## src/rtl/sim_ram_copier_pkg.sv

```systemverilog
// Shared types and helpers for the simulation-RAM block copier.
//   state_e     : copier FSM states
//   overlap_bad : true when a forward copy would overwrite source words before they are read
package sim_ram_copier_pkg;

    // Wide enough for any supported ADDR_WIDTH; callers zero-extend into it.
    localparam int unsigned OVL_W = 32;

    typedef enum logic [2:0] {
        ST_IDLE  = 3'd0,
        ST_RUN   = 3'd1,
        ST_DRAIN = 3'd2,
        ST_DONE  = 3'd3,
        ST_ERR   = 3'd4
    } state_e;

    // diff is (dst - src) modulo the address space, so wrap-around overlaps are caught too.
    function automatic logic overlap_bad(input logic [OVL_W-1:0] diff, input logic [OVL_W:0] len);
        return (diff != '0) && ({1'b0, diff} < len);
    endfunction

endpackage

```

## src/rtl/sim_ram_copier.sv

```systemverilog
// Block copier (memcpy semantics) driving the read and write ports of the simulation RAM.
// One read is issued per cycle; each returned word is written to the destination in the
// cycle its response arrives. Destructive forward overlaps are rejected with an err pulse.
//   clk, rst_n                  : clock, async active-low reset
//   start, src_addr, dst_addr,
//   len                         : copy request, sampled only while idle
//   idle, busy, done, err       : status (done/err are one-cycle pulses)
//   ram_rd_en/addr, ram_rd_data,
//   ram_rd_valid                : RAM read port (response one cycle after ram_rd_en)
//   ram_wr_en/addr/data         : RAM write port (combinational from the read response)
module sim_ram_copier
    import sim_ram_copier_pkg::*;
#(
    parameter int unsigned DATA_SIZE_BYTES = 1,
    parameter int unsigned ADDR_WIDTH      = 8,
    localparam int unsigned DATA_WIDTH     = DATA_SIZE_BYTES * 8
) (
    input  logic                  clk,
    input  logic                  rst_n,
    input  logic                  start,
    input  logic [ADDR_WIDTH-1:0] src_addr,
    input  logic [ADDR_WIDTH-1:0] dst_addr,
    input  logic [ADDR_WIDTH:0]   len,
    output logic                  idle,
    output logic                  busy,
    output logic                  done,
    output logic                  err,
    output logic                  ram_rd_en,
    output logic [ADDR_WIDTH-1:0] ram_rd_addr,
    input  logic [DATA_WIDTH-1:0] ram_rd_data,
    input  logic                  ram_rd_valid,
    output logic                  ram_wr_en,
    output logic [ADDR_WIDTH-1:0] ram_wr_addr,
    output logic [DATA_WIDTH-1:0] ram_wr_data
);

    localparam int unsigned     CNT_W   = ADDR_WIDTH + 1;
    localparam logic [CNT_W-1:0] CNT_ONE = CNT_W'(1);

    state_e                state_q, state_d;
    logic [ADDR_WIDTH-1:0] src_q, src_d;
    logic [ADDR_WIDTH-1:0] dst_q, dst_d;
    logic [CNT_W-1:0]      len_q, len_d;
    logic [CNT_W-1:0]      rd_idx_q, rd_idx_d;
    logic [CNT_W-1:0]      wr_idx_q, wr_idx_d;

    logic [ADDR_WIDTH-1:0] diff_c;
    logic                  active_c;
    logic                  wr_fire_c;

    assign diff_c    = dst_addr - src_addr;
    assign active_c  = (state_q == ST_RUN) || (state_q == ST_DRAIN);
    // The RAM's rd_valid is unreset, so it is only trusted while a copy is running.
    assign wr_fire_c = active_c && ram_rd_valid;

    // State and datapath registers.
    always_ff @(posedge clk or negedge rst_n) begin
        if (!rst_n) begin
            state_q  <= ST_IDLE;
            src_q    <= '0;
            dst_q    <= '0;
            len_q    <= '0;
            rd_idx_q <= '0;
            wr_idx_q <= '0;
        end else begin
            state_q  <= state_d;
            src_q    <= src_d;
            dst_q    <= dst_d;
            len_q    <= len_d;
            rd_idx_q <= rd_idx_d;
            wr_idx_q <= wr_idx_d;
        end
    end

    // Next-state and counter logic.
    always_comb begin
        state_d  = state_q;
        src_d    = src_q;
        dst_d    = dst_q;
        len_d    = len_q;
        rd_idx_d = rd_idx_q;
        wr_idx_d = wr_idx_q;

        if (wr_fire_c) begin
            wr_idx_d = wr_idx_q + CNT_ONE;
        end

        case (state_q)
            ST_IDLE: begin
                if (start) begin
                    src_d    = src_addr;
                    dst_d    = dst_addr;
                    len_d    = len;
                    rd_idx_d = '0;
                    wr_idx_d = '0;
                    if (overlap_bad(OVL_W'(diff_c), (OVL_W+1)'(len))) begin
                        state_d = ST_ERR;
                    end else if ((len == '0) || (diff_c == '0)) begin
                        state_d = ST_DONE;
                    end else begin
                        state_d = ST_RUN;
                    end
                end
            end
            ST_RUN: begin
                rd_idx_d = rd_idx_q + CNT_ONE;
                if (rd_idx_q == len_q - CNT_ONE) begin
                    state_d = ST_DRAIN;
                end
            end
            ST_DRAIN: begin
                // The final response always lands here, one cycle after the last read.
                if (wr_fire_c && (wr_idx_q == len_q - CNT_ONE)) begin
                    state_d = ST_DONE;
                end
            end
            ST_DONE: state_d = ST_IDLE;
            ST_ERR:  state_d = ST_IDLE;
            default: state_d = ST_IDLE;
        endcase
    end

    // Status and RAM port decode; addresses and data are held at zero when not in use.
    assign idle        = (state_q == ST_IDLE);
    assign busy        = active_c;
    assign done        = (state_q == ST_DONE);
    assign err         = (state_q == ST_ERR);
    assign ram_rd_en   = (state_q == ST_RUN);
    assign ram_rd_addr = ram_rd_en ? (src_q + rd_idx_q[ADDR_WIDTH-1:0]) : '0;
    assign ram_wr_en   = wr_fire_c;
    assign ram_wr_addr = wr_fire_c ? (dst_q + wr_idx_q[ADDR_WIDTH-1:0]) : '0;
    assign ram_wr_data = wr_fire_c ? ram_rd_data : '0;

    // A read and a write never hit the same word in one cycle.
    a_no_rw_clash: assert property (@(posedge clk) disable iff (!rst_n)
        !(ram_rd_en && ram_wr_en && (ram_rd_addr == ram_wr_addr)));

    // Responses seen during a copy must answer a read issued the cycle before.
    a_valid_follows_rd: assert property (@(posedge clk) disable iff (!rst_n)
        (busy && ram_rd_valid) |-> $past(ram_rd_en));

endmodule

```

## config.mk

```make
export PLATFORM = sky130hd
export DESIGN_NAME = sim_ram_copier
export DESIGN_NICKNAME = d
export VERILOG_FILES = /design/src/rtl/sim_ram_copier_pkg.sv /design/src/rtl/sim_ram_copier.sv
export SDC_FILE = /design/constraint.sdc
export NUM_CORES = 1
export LEC_CHECK = 0
export ABC_CLOCK_PERIOD_IN_PS = 2600
export BUFFER_PORTS_ARGS = -buffer_cell sky130_fd_sc_hd__buf_2
export CAP_MARGIN = 20
export CORE_MARGIN = 3
export CORE_UTILIZATION = 51
export CTS_BUF_LIST = sky130_fd_sc_hd__clkbuf_8 sky130_fd_sc_hd__clkbuf_16
export DETAILED_ROUTE_END_ITERATION = 10
export GPL_TIMING_DRIVEN = 0
export HOLD_SLACK_MARGIN = 0.12
export PLACE_DENSITY_LB_ADDON = 0.05
export SYNTH_ARGS = -nofsm -noshare
export SYNTH_HDL_FRONTEND = slang
export SYNTH_SLANG_ARGS = --single-unit
```

## constraint.sdc

```tcl
create_clock -name clk -period 2.6 [get_ports clk]
set_input_delay 0.65 -clock clk [delete_from_list [all_inputs] [get_ports clk]]
set_output_delay 0.65 -clock clk [all_outputs]
set_load 0.01 [all_outputs]
```

==> flow_summary.toml <==
[status]
status = "finished, violations left"
violations = "setup timing"

[power]
power_leakage_uw = 0.00227
p_comb_frac = 0.593
total_power_uw = 4120
peakVddDrop_v = 0.000564
power.internal_uw = 2300
power_density_mw_per_mm2 = 878
power_frac_clock = 0.099
power_switching_uw = 1820
power.share.switching = 0.441
seqPwrFrac = 0.308

[die]
start_util = 0.533
rows = 30
die_width_um = 90.9
top_level_ports = 67
placeableCoreArea_mm2 = 0.00691
die_h_um = 90.9
die_area_mm2 = 0.00827

[global_route]
grt_pass1_vias = 3405
grt_max_degree = 47
track_usage = 0.240
grt_pass1_wl_um = 16100
gr-total-overflow = 0
antenna_found_initial = 0

[timing]
fin_crit_sh = 1.14
drv_slew = 0
hold_viol = 0
slew_headroom = 0.627
tightest_slew_ns = 0.559
setup_viol = 11
layout_min_cycle_time_ns = 2.97
fmax_ghz = 0.337
skew_ns = 0.00882
setup_slack_ns = -0.369
holdWs_ns = 0.183
rsz0062_at_grt = "yes"

[route]
dr_wl_met2_um = 4500
via_per_inst = 5.46
drt_iter0_markers = 178
top_layer = "met4"
ant_nets = 0
dr_wl_met3_um = 741
avgRoutedWirePerCell_um = 15.1
firstDrtPassIters = 4
drc = 0
vias = 3472
wl_met1_um = 4280
wl_um = 9630

[worst_setup_path]
path_class = "reg -> out"
path_max_fanout = 3
reg2regPathDepth = 10
crit_path_end_kind = "primary output"
reg2reg_from = "len_q[0]"
cp.arrival_ns = 2.32
cp-start-kind = "flop"
rr_endpoint = "state_q[1]"
required_ns = 1.95
startpoint = "rd_idx_q[1]"
reg2reg_setup_slack_ns = -0.13

[yosys]
async_reset_ff_frac = 1.00
ys_seq_area_frac = 0.313
synth_area_mm2 = 0.00368
syn_inst = 443
ys.flop_type = "dfrtp_1"
synth.distinct_cells = 57
yosys.area.top_type = "dfrtp_1"
syn_avg_cell_area_um2 = 8.31
synth_nets = 514
ys_ff_latch = 46
synth_edf_count = 0
yosys_warnings = 0
synth_top_area_share = 0.313
synth_top_cells_by_count = "nand2_1, dfrtp_1, nor2_1"
yosysMostFrequentCell = "nand2_1"
synthTopCellsByArea = "dfrtp_1, ha_1, nand2_1"

[placement]
dp_hpwl_um = 7360
place_congestion = 0.927
dp.cells = 605
io_buffer_count = 66

[clock_network]
clkTransAtPathRegs_ns = 0.08
cts-root-buf = "clkbuf_8"
clk_latency_ns = 0.30
cts_tree = "done"
htree_num_levels = 2
cts_hold_buf = 0
numCtsBuffers = 5
cts.sinks = 46
cts_buffer_depth = 2

[cells_and_area]
fill_cells = 622
layoutNonFillerInstCount = 636
syn_to_final_growth_pct = 27.6
nets = 611
drive_above_1_share = 0.296
antenna_cells = 0

[run]
maxCapViolCount = 0

[worst_hold_path]
holdCritPathClass = "in -> async"
worst max-delay path, stage by stage (launching register included):
cell and delay (ns):
dfrtp_2 0.46, buf_6 0.13, fa_2 0.35, a21o_1 0.20, a21o_1 0.21, a21o_1 0.17
a21oi_2 0.15, xor2_1 0.16, nor2_1 0.05, buf_2 0.13
cells in the final DEF, fill, tap and decap left out, types with 10 or more instances in the layout:
cell and instances:
a21oi_1 12, and3_1 11, buf_2 65, buf_4 23, clkbuf_1 12, dfrtp_1 40, ha_1 21, inv_1 21
nand2_1 66, nand3_1 12, nor2_1 35, o21ai_0 10, o21ai_1 18, xnor2_1 25, xor2_1 17
layer usage:
metal / GRT usage / up-vias
met1: 0.332 / 1615
met3: 0.0447 / 13
met4: 0.0515 / 0
met2: 0.394 / 103
met5: 0 / -
li1: - / 1741
power groups by stage:
stage                     Sequential (uW)  Combinational (uW)  Clock (uW)
after floorplan                      1180                1670           0
after global placement               1280                2070           0
after detailed placement             1290                2110           0
after CTS                            1270                2340         413
after global routing                 1300                2750         449
final                                1270                2440         409
repair_timing:
item / CTS / global route
endpoints found under the setup margin: 14 / 26
buffers inserted: 21 / 7
hold endpoints to repair: 0 / 0
gates resized for setup: 31 / 23
pin swaps: 26 / 20
final cells by class:
class                      instances  area (um2)  share of cell area
clock inverter                     2        7.51             0.00160
inverter                          26         115              0.0245
multi-input combinational        353        2580               0.550
tap                               96         120              0.0256
clock buffer                       5        68.8              0.0147
buffer                            17        85.1              0.0181
sequential                        46        1160               0.247
timing repair buffer              91         557               0.119
worst max-delay path by stage:
| stage | end | slack [ns] | cells past startpoint |
|---|---|---|---|
| after global placement | state_q[1] | -0.73 | 16 |
| after CTS | state_q[1] | -0.34 | 16 |
| final | ram_rd_addr[6] | -0.37 | 9 |
| after floorplan | state_q[1] | -0.38 | 15 |
| after global routing | state_q[1] | -0.47 | 16 |
| after detailed placement | state_q[1] | -0.81 | 16 |
metrics by stage:
step | cell area (um2) | TNS, ns | setup slack, ns | utilization
floorplan | 3770 | -0.696 | -0.376 | -
CTS | 4590 | -1.93 | -0.342 | 0.664
global placement | 4220 | -2.39 | -0.733 | 0.611
finish | 4700 | -2.09 | -0.369 | 0.680
detailed placement | 4220 | -2.67 | -0.810 | 0.611
global route | 4700 | -4.96 | -0.469 | 0.680
cells by family after synthesis:
family / synth area share
mux: 0.00544
xor+xnor: 0.100
compound gates: 0.165
simple gates: 0.245
flops: 0.313
buf+inv: 0.0496
fa+ha+maj: 0.122
sequential cells by signal, summed over array words and instances (netlist names):
| signal | count |
|---|---|
| rd_idx_q | 9 |
| src_q | 8 |
| dst_q | 8 |
| wr_idx_q | 9 |
| len_q | 9 |
| state_q | 3 |
Note: power is estimated with default switching activity, not from simulation.
